==> config.mk <==
export PLATFORM = sky130hd
export DESIGN_NAME = serial_rx_deserializer
export DESIGN_NICKNAME = d
export VERILOG_FILES = /design/src/rtl/serial_rx_deserializer.sv
export SDC_FILE = /design/constraint.sdc
export NUM_CORES = 1
export LEC_CHECK = 0
export ABC_AREA = 1
export BUFFER_PORTS_ARGS = -buffer_cell sky130_fd_sc_hd__buf_2
export CAP_MARGIN = 20
export CORE_MARGIN = 3
export CORE_UTILIZATION = 44
export CTS_CLUSTER_SIZE = 25
export DETAILED_ROUTE_END_ITERATION = 10
export PLACE_DENSITY_LB_ADDON = 0.12
export SLEW_MARGIN = 10
export SYNTH_ARGS = -nofsm -noshare
export SYNTH_HDL_FRONTEND = slang
export SYNTH_SLANG_ARGS = --single-unit
==> constraint.sdc <==
create_clock -name clk -period 2.5 [get_ports clk]
set_input_delay 0.5 -clock clk [delete_from_list [all_inputs] [get_ports clk]]
set_output_delay 0.5 -clock clk [all_outputs]
set_load 0.005 [all_outputs]
==> src/rtl/serial_rx_deserializer.sv <==
// rtl/serial_rx_deserializer.sv - oversampling serial frame receiver (start, LSB-first payload, stop)
module serial_rx_deserializer #(
   parameter int CLKS_PER_BIT = 4,
   parameter int DATA_BITS    = 8
) (
   input  logic                 clk,
   input  logic                 rst,
   input  logic                 rx,
   output logic [DATA_BITS-1:0] data,
   output logic                 valid,
   output logic                 frame_err,
   output logic                 busy
);

   localparam int CW = $clog2(CLKS_PER_BIT);
   localparam int BW = (DATA_BITS > 1) ? $clog2(DATA_BITS) : 1;

   // Counter values at which a sample is taken: mid start bit, then one full bit later each time.
   localparam logic [CW-1:0] HALF_LAST = CW'(CLKS_PER_BIT / 2 - 1);
   localparam logic [CW-1:0] BIT_LAST  = CW'(CLKS_PER_BIT - 1);
   localparam logic [BW-1:0] LAST_IDX  = BW'(DATA_BITS - 1);

   typedef enum logic [1:0] {
      IDLE  = 2'd0,
      START = 2'd1,
      DATA  = 2'd2,
      STOP  = 2'd3
   } state_t;

   logic                 rst_meta;
   logic                 rst_n_int;
   logic                 rx_meta;
   logic                 rx_s;
   logic                 rx_prev;
   state_t               state;
   logic [CW-1:0]        cnt;
   logic [BW-1:0]        bit_idx;
   logic [DATA_BITS-1:0] shreg;

   // Reset asserts immediately but releases only after two clean clock edges.
   always_ff @(posedge clk or negedge rst) begin
      if (!rst) begin
         rst_meta  <= 1'b0;
         rst_n_int <= 1'b0;
      end else begin
         rst_meta  <= 1'b1;
         rst_n_int <= rst_meta;
      end
   end

   // Two-flop synchronizer for rx plus one history flop for falling-edge detection.
   always_ff @(posedge clk or negedge rst_n_int) begin
      if (!rst_n_int) begin
         rx_meta <= 1'b1;
         rx_s    <= 1'b1;
         rx_prev <= 1'b1;
      end else begin
         rx_meta <= rx;
         rx_s    <= rx_meta;
         rx_prev <= rx_s;
      end
   end

   // Frame FSM: counts bit periods from the start edge and samples rx_s at each bit centre.
   always_ff @(posedge clk or negedge rst_n_int) begin
      if (!rst_n_int) begin
         state     <= IDLE;
         cnt       <= '0;
         bit_idx   <= '0;
         shreg     <= '0;
         data      <= '0;
         valid     <= 1'b0;
         frame_err <= 1'b0;
         busy      <= 1'b0;
      end else begin
         valid     <= 1'b0;
         frame_err <= 1'b0;
         case (state)
            IDLE: begin
               cnt     <= '0;
               bit_idx <= '0;
               if (rx_prev && !rx_s) begin
                  state <= START;
                  busy  <= 1'b1;
               end
            end
            START: begin
               if (cnt == HALF_LAST) begin
                  cnt <= '0;
                  if (!rx_s) begin
                     state <= DATA;
                  end else begin
                     state <= IDLE;
                     busy  <= 1'b0;
                  end
               end else begin
                  cnt <= cnt + 1'b1;
               end
            end
            DATA: begin
               if (cnt == BIT_LAST) begin
                  cnt   <= '0;
                  shreg <= {rx_s, shreg[DATA_BITS-1:1]};
                  if (bit_idx == LAST_IDX) begin
                     bit_idx <= '0;
                     state   <= STOP;
                  end else begin
                     bit_idx <= bit_idx + 1'b1;
                  end
               end else begin
                  cnt <= cnt + 1'b1;
               end
            end
            STOP: begin
               if (cnt == BIT_LAST) begin
                  cnt   <= '0;
                  state <= IDLE;
                  busy  <= 1'b0;
                  if (rx_s) begin
                     data  <= shreg;
                     valid <= 1'b1;
                  end else begin
                     frame_err <= 1'b1;
                  end
               end else begin
                  cnt <= cnt + 1'b1;
               end
            end
            default: begin
               state <= IDLE;
               busy  <= 1'b0;
               cnt   <= '0;
            end
         endcase
      end
   end

endmodule

* Yosys cells after proc, flatten, opt, wreduce, memory -nomap -nowiden *
Index checks and enable logic that the tools add are counted.

storage, ports and cells
  flip-flop bits (word level) = 31
  bits of input ports = 3
  logic and storage cells = 62

cells by class
  add/sub/neg operators = 2
  equal/unequal tests = 12
  mux-type cells = 24
  reduce and logical (&&, ||, !) cells = 11

operators by type and width
  cell                                           number
  two-way mux 2 bit                              8
  != test 2 bit, second input constant           6
  two-way mux 1 bit                              10
  AND reduction 5 bit                            2
  one-hot mux 2 bit (4 select lines)             1
  == test 2 bit, second input constant           3
  two-way mux 3 bit                              2
  one-hot mux 2 bit (3 select lines)             1
  one-hot mux 3 bit (2 select lines)             1
  == test 2 x 1 -> 1 bit, second input constant  2
  AND reduction 2 bit                            2
  adder 3 x 1 -> 3 bit, second input constant    1
  == test 3 bit, second input constant           1
  one-hot mux 1 bit (3 select lines)             1
  AND reduction 3 bit                            1
  nonzero test 3 bit                             1
  adder 2 x 1 -> 2 bit, second input constant    1
  logical NOT 2 bit                              1
  nonzero test 2 bit                             1
  OR reduction 2 bit                             1
  logical AND 1 bit                              1
  logical NOT 1 bit                              1

* Depth between registers and ports, before layout *
  depth in word-level cells = 4
  mapped depth = 8
  mapped depth without buffers = 8

* Worst setup path after synthesis *
Ideal clock, no wire load.

  path type = flip-flop to flip-flop
  start point = register cnt[0]
  end point = register data[0]
  arrival time = 1.230 ns
  slack = 1.144 ns
  cell stages (with the launch flop) = 6
  cells stage by stage = dfrtp_1 > ha_1 > inv_2 > nor3_4 > buf_6 > o21ai_0

on the way
  cells in the longest elaborated chain, start to end = 2

RTL lines
  item                           RTL line  text
  start, declared                36        logic [CW-1:0] cnt;
  start signal, assigned         97        cnt <= cnt + 1'b1;
  start signal, assigned         111       cnt <= cnt + 1'b1;
  start signal, assigned         126       cnt <= cnt + 1'b1;
  == test 2 bit                  115       if (cnt == BIT_LAST) begin
  AND reduction 3 bit (no line)  n/a
  end signal, assigned           120       data <= shreg;
  end, declared                  9         output logic [DATA_BITS-1:0] data,

Every way passes these cells.
A chain may end at the register's enable or synchronous reset.

* Worst setup path in the final report *
  start point = register cnt[0]
  end point = register data[3]

Same word-level chain as after synthesis.

==> impl_metrics.toml <==
[worst_setup_path]
cp_slowest_cell = "nor3_4"
r2r-start = "cnt[0]"
rr_worst_depth = 4
rr_endpoint = "data[3]"
cpLargestDelayFamily = "simple AND/OR/NAND/NOR gates"
setup.worst_path.start_class = "register"
crit_arrival_ns = 1.80
end_kind = "register"
critPathRequiredTime_ns = 2.70
r2r_slack_ns = 0.90
crit_path_max_incr_delay_ns = 0.51
critPathMaxFanout = 17
path_class = "register to register"
crit_chain = "ha_1, inv_2, nor3_4, o21ai_0"
crit_buf_inv = 1

[cells_and_area]
multiInputGateArea_um2 = 404
regArea_um2 = 779
fin_util = 0.519
num_antenna_cells = 0
area_delta_synth_final_pct = 11.7
drive_gt1_frac = 0.200
fill_cells = 270
final_nets = 162

[clock_tree]
clk_latency_ns = 0.33
path_clk_slew_ns = 0.10
cts_buffers = 5
h-tree-depth = 2
postCtsHoldBufs = 1
cts_tree = "yes"
cts.path.max_buffers = 2
cts_setup_buffers = 0
clock-sinks = 31
root_buffer = "clkbuf_4"
cts_resized = 0

[power]
p_per_area_mw_per_mm2 = 946
power_leakage_nw = 0.797
ir_worst_vdd_v = 0.000515

[place]
globalplace.congestion = 0.753
io_buffers = 13
dp_hpwl_mm = 1.40

[die]
rows = 19
ios = 14
start_util = 0.465
die_y_um = 60.2
coreArea_mm2 = 0.00278
die_width_um = 60.2
dieArea_mm2 = 0.00362

[timing]
final.min_clock_period_ns = 1.60
tightest_slew_ns = 0.578
setup_tns_ns = 0
final_hold_viol_count = 0
setup_viol = 0
skew_ns = 0.0123
finalCritPeriodShare = 0.638
slew-limit-headroom = 0.614
fmax_mhz = 627
grt_setup_unrepaired = "false"
slew_violations = 0

[drt]
viasPerCell = 4.81
drt_iter0_drc = 42
wirelength_mm = 2.05
num_vias = 894
wl_per_cell_um = 11.0
route.detailed.drc = 0
ant_nets = 0
firstDrtPassIters = 4

[synthesis]
synth_area_mm2 = 0.00129
yosysWarnings = 0
synth.net_count = 142
syn_inst = 134
ys_seq_elements = 31
yosysSeqAreaShare = 0.603
ys_types = 18
avgSynthCellArea_um2 = 9.65

[grt]
antenna_found_initial = 0
grt.overflow.total = 0
grt_pass1_wl_mm = 3.40
grt_max_degree = 30
gr-usage-all-layers = 0.132
first_global_vias = 800

[status]
status = "completed"

[hold_path]
hold_class = "register to async pin"

[run]
maxCapViolCount = 0
[state kept, by name (all words and copies together) (netlist names), 2 cells and up, named ones only]
name and count:
cnt 2, shreg 8, bit_idx 3, data 8
[metrics by stage]
stage | setup WS (ns) | std cells | instance area (um2) | hold slack [ns] | total power, W
after detailed placement | 0.877 | 177 | 1380 | 0.255 | 0.00110
after global placement | 0.961 | 177 | 1380 | 0.251 | 0.00109
final | 0.905 | 186 | 1440 | 0.237 | 0.00137
after global routing | 0.682 | 186 | 1440 | 0.245 | 0.00150
after floorplan | 1.14 | 134 | 1290 | 0.204 | 0.000998
after CTS | 0.870 | 186 | 1440 | 0.249 | 0.00139
[kinds of logic after synthesis]
family / Yosys count / synth area share
AND/OR/NAND/NOR: 53 / 0.183
flip-flops: 31 / 0.603
buffers and inverters: 25 / 0.0842
AO/OA/AOI/OAI: 19 / 0.0784
adder cells (fa/ha/maj): 5 / 0.0484
other: 1 / 0.00290
[synthesized netlist by cell type]
cell | instances | area share
nor3_4 | 1 | 0.013
dfrtp_1 | 28 | 0.54
nor2_1 | 10 | 0.029
nand4_1 | 1 | 0.0048
inv_2 | 2 | 0.0058
ha_1 | 5 | 0.048
o21ai_0 | 10 | 0.039
o21ai_2 | 1 | 0.0068
inv_1 | 21 | 0.061
nor3_1 | 1 | 0.0039
a21oi_1 | 7 | 0.027
nand2_2 | 2 | 0.0097
conb_1 | 1 | 0.0029
buf_6 | 2 | 0.017
nand3_1 | 13 | 0.050
nand2_1 | 25 | 0.073
o21bai_1 | 1 | 0.0058
dfstp_2 | 3 | 0.061
[where the power goes]
group	switching [W]	internal, W
registers	0.0000857	0.000623
clock network	0.000170	0.000104
logic	0.000239	0.000144
[worst max path at each step]
stage,from,end,slack (ns),cells past startpoint
6_report,cnt[0],data[3],0.90,4
2_1_floorplan,cnt[0],data[0],1.14,5
4_1_cts,cnt[0],data[4],0.87,5
3_3_place_gp,cnt[0],data[3],0.96,4
3_5_place_dp,cnt[0],data[3],0.88,4
5_1_grt,cnt[0],data[3],0.68,4
[layout by cell type, fill, tap and decap left out, types with 3 or more instances in the layout]
master    count
nand2_1      25
nand3_1      13
o21ai_0      10
clkbuf_4      5
a21oi_1       7
dfrtp_1      28
ha_1          5
buf_2        13
dfstp_2       3
clkinv_2      3
nor2_1       10
inv_1        21
[area by class of cell]
cell class,count,area share
clock buffer,5,0.0260
clock inverter,3,0.0104
inverter,23,0.0598
multi-input combinational,78,0.280
sequential,31,0.540
tap,31,0.0269
timing repair buffer,15,0.0572
[worst reg2reg max path: stages, from the launching register on]
cell and delay, ns:
dfrtp_1 0.41, ha_1 0.30, inv_2 0.11, nor3_4 0.51, o21ai_0 0.16
[layer usage]
layer	share of wire	vias up	global-route usage
li1	-	457	-
met1	0.46	408	0.154
met3	0.057	4	0.0583
met2	0.47	25	0.204
met4	0.015	0	0.0665
met5	0	-	0
Power figures use the tool's default switching activity.
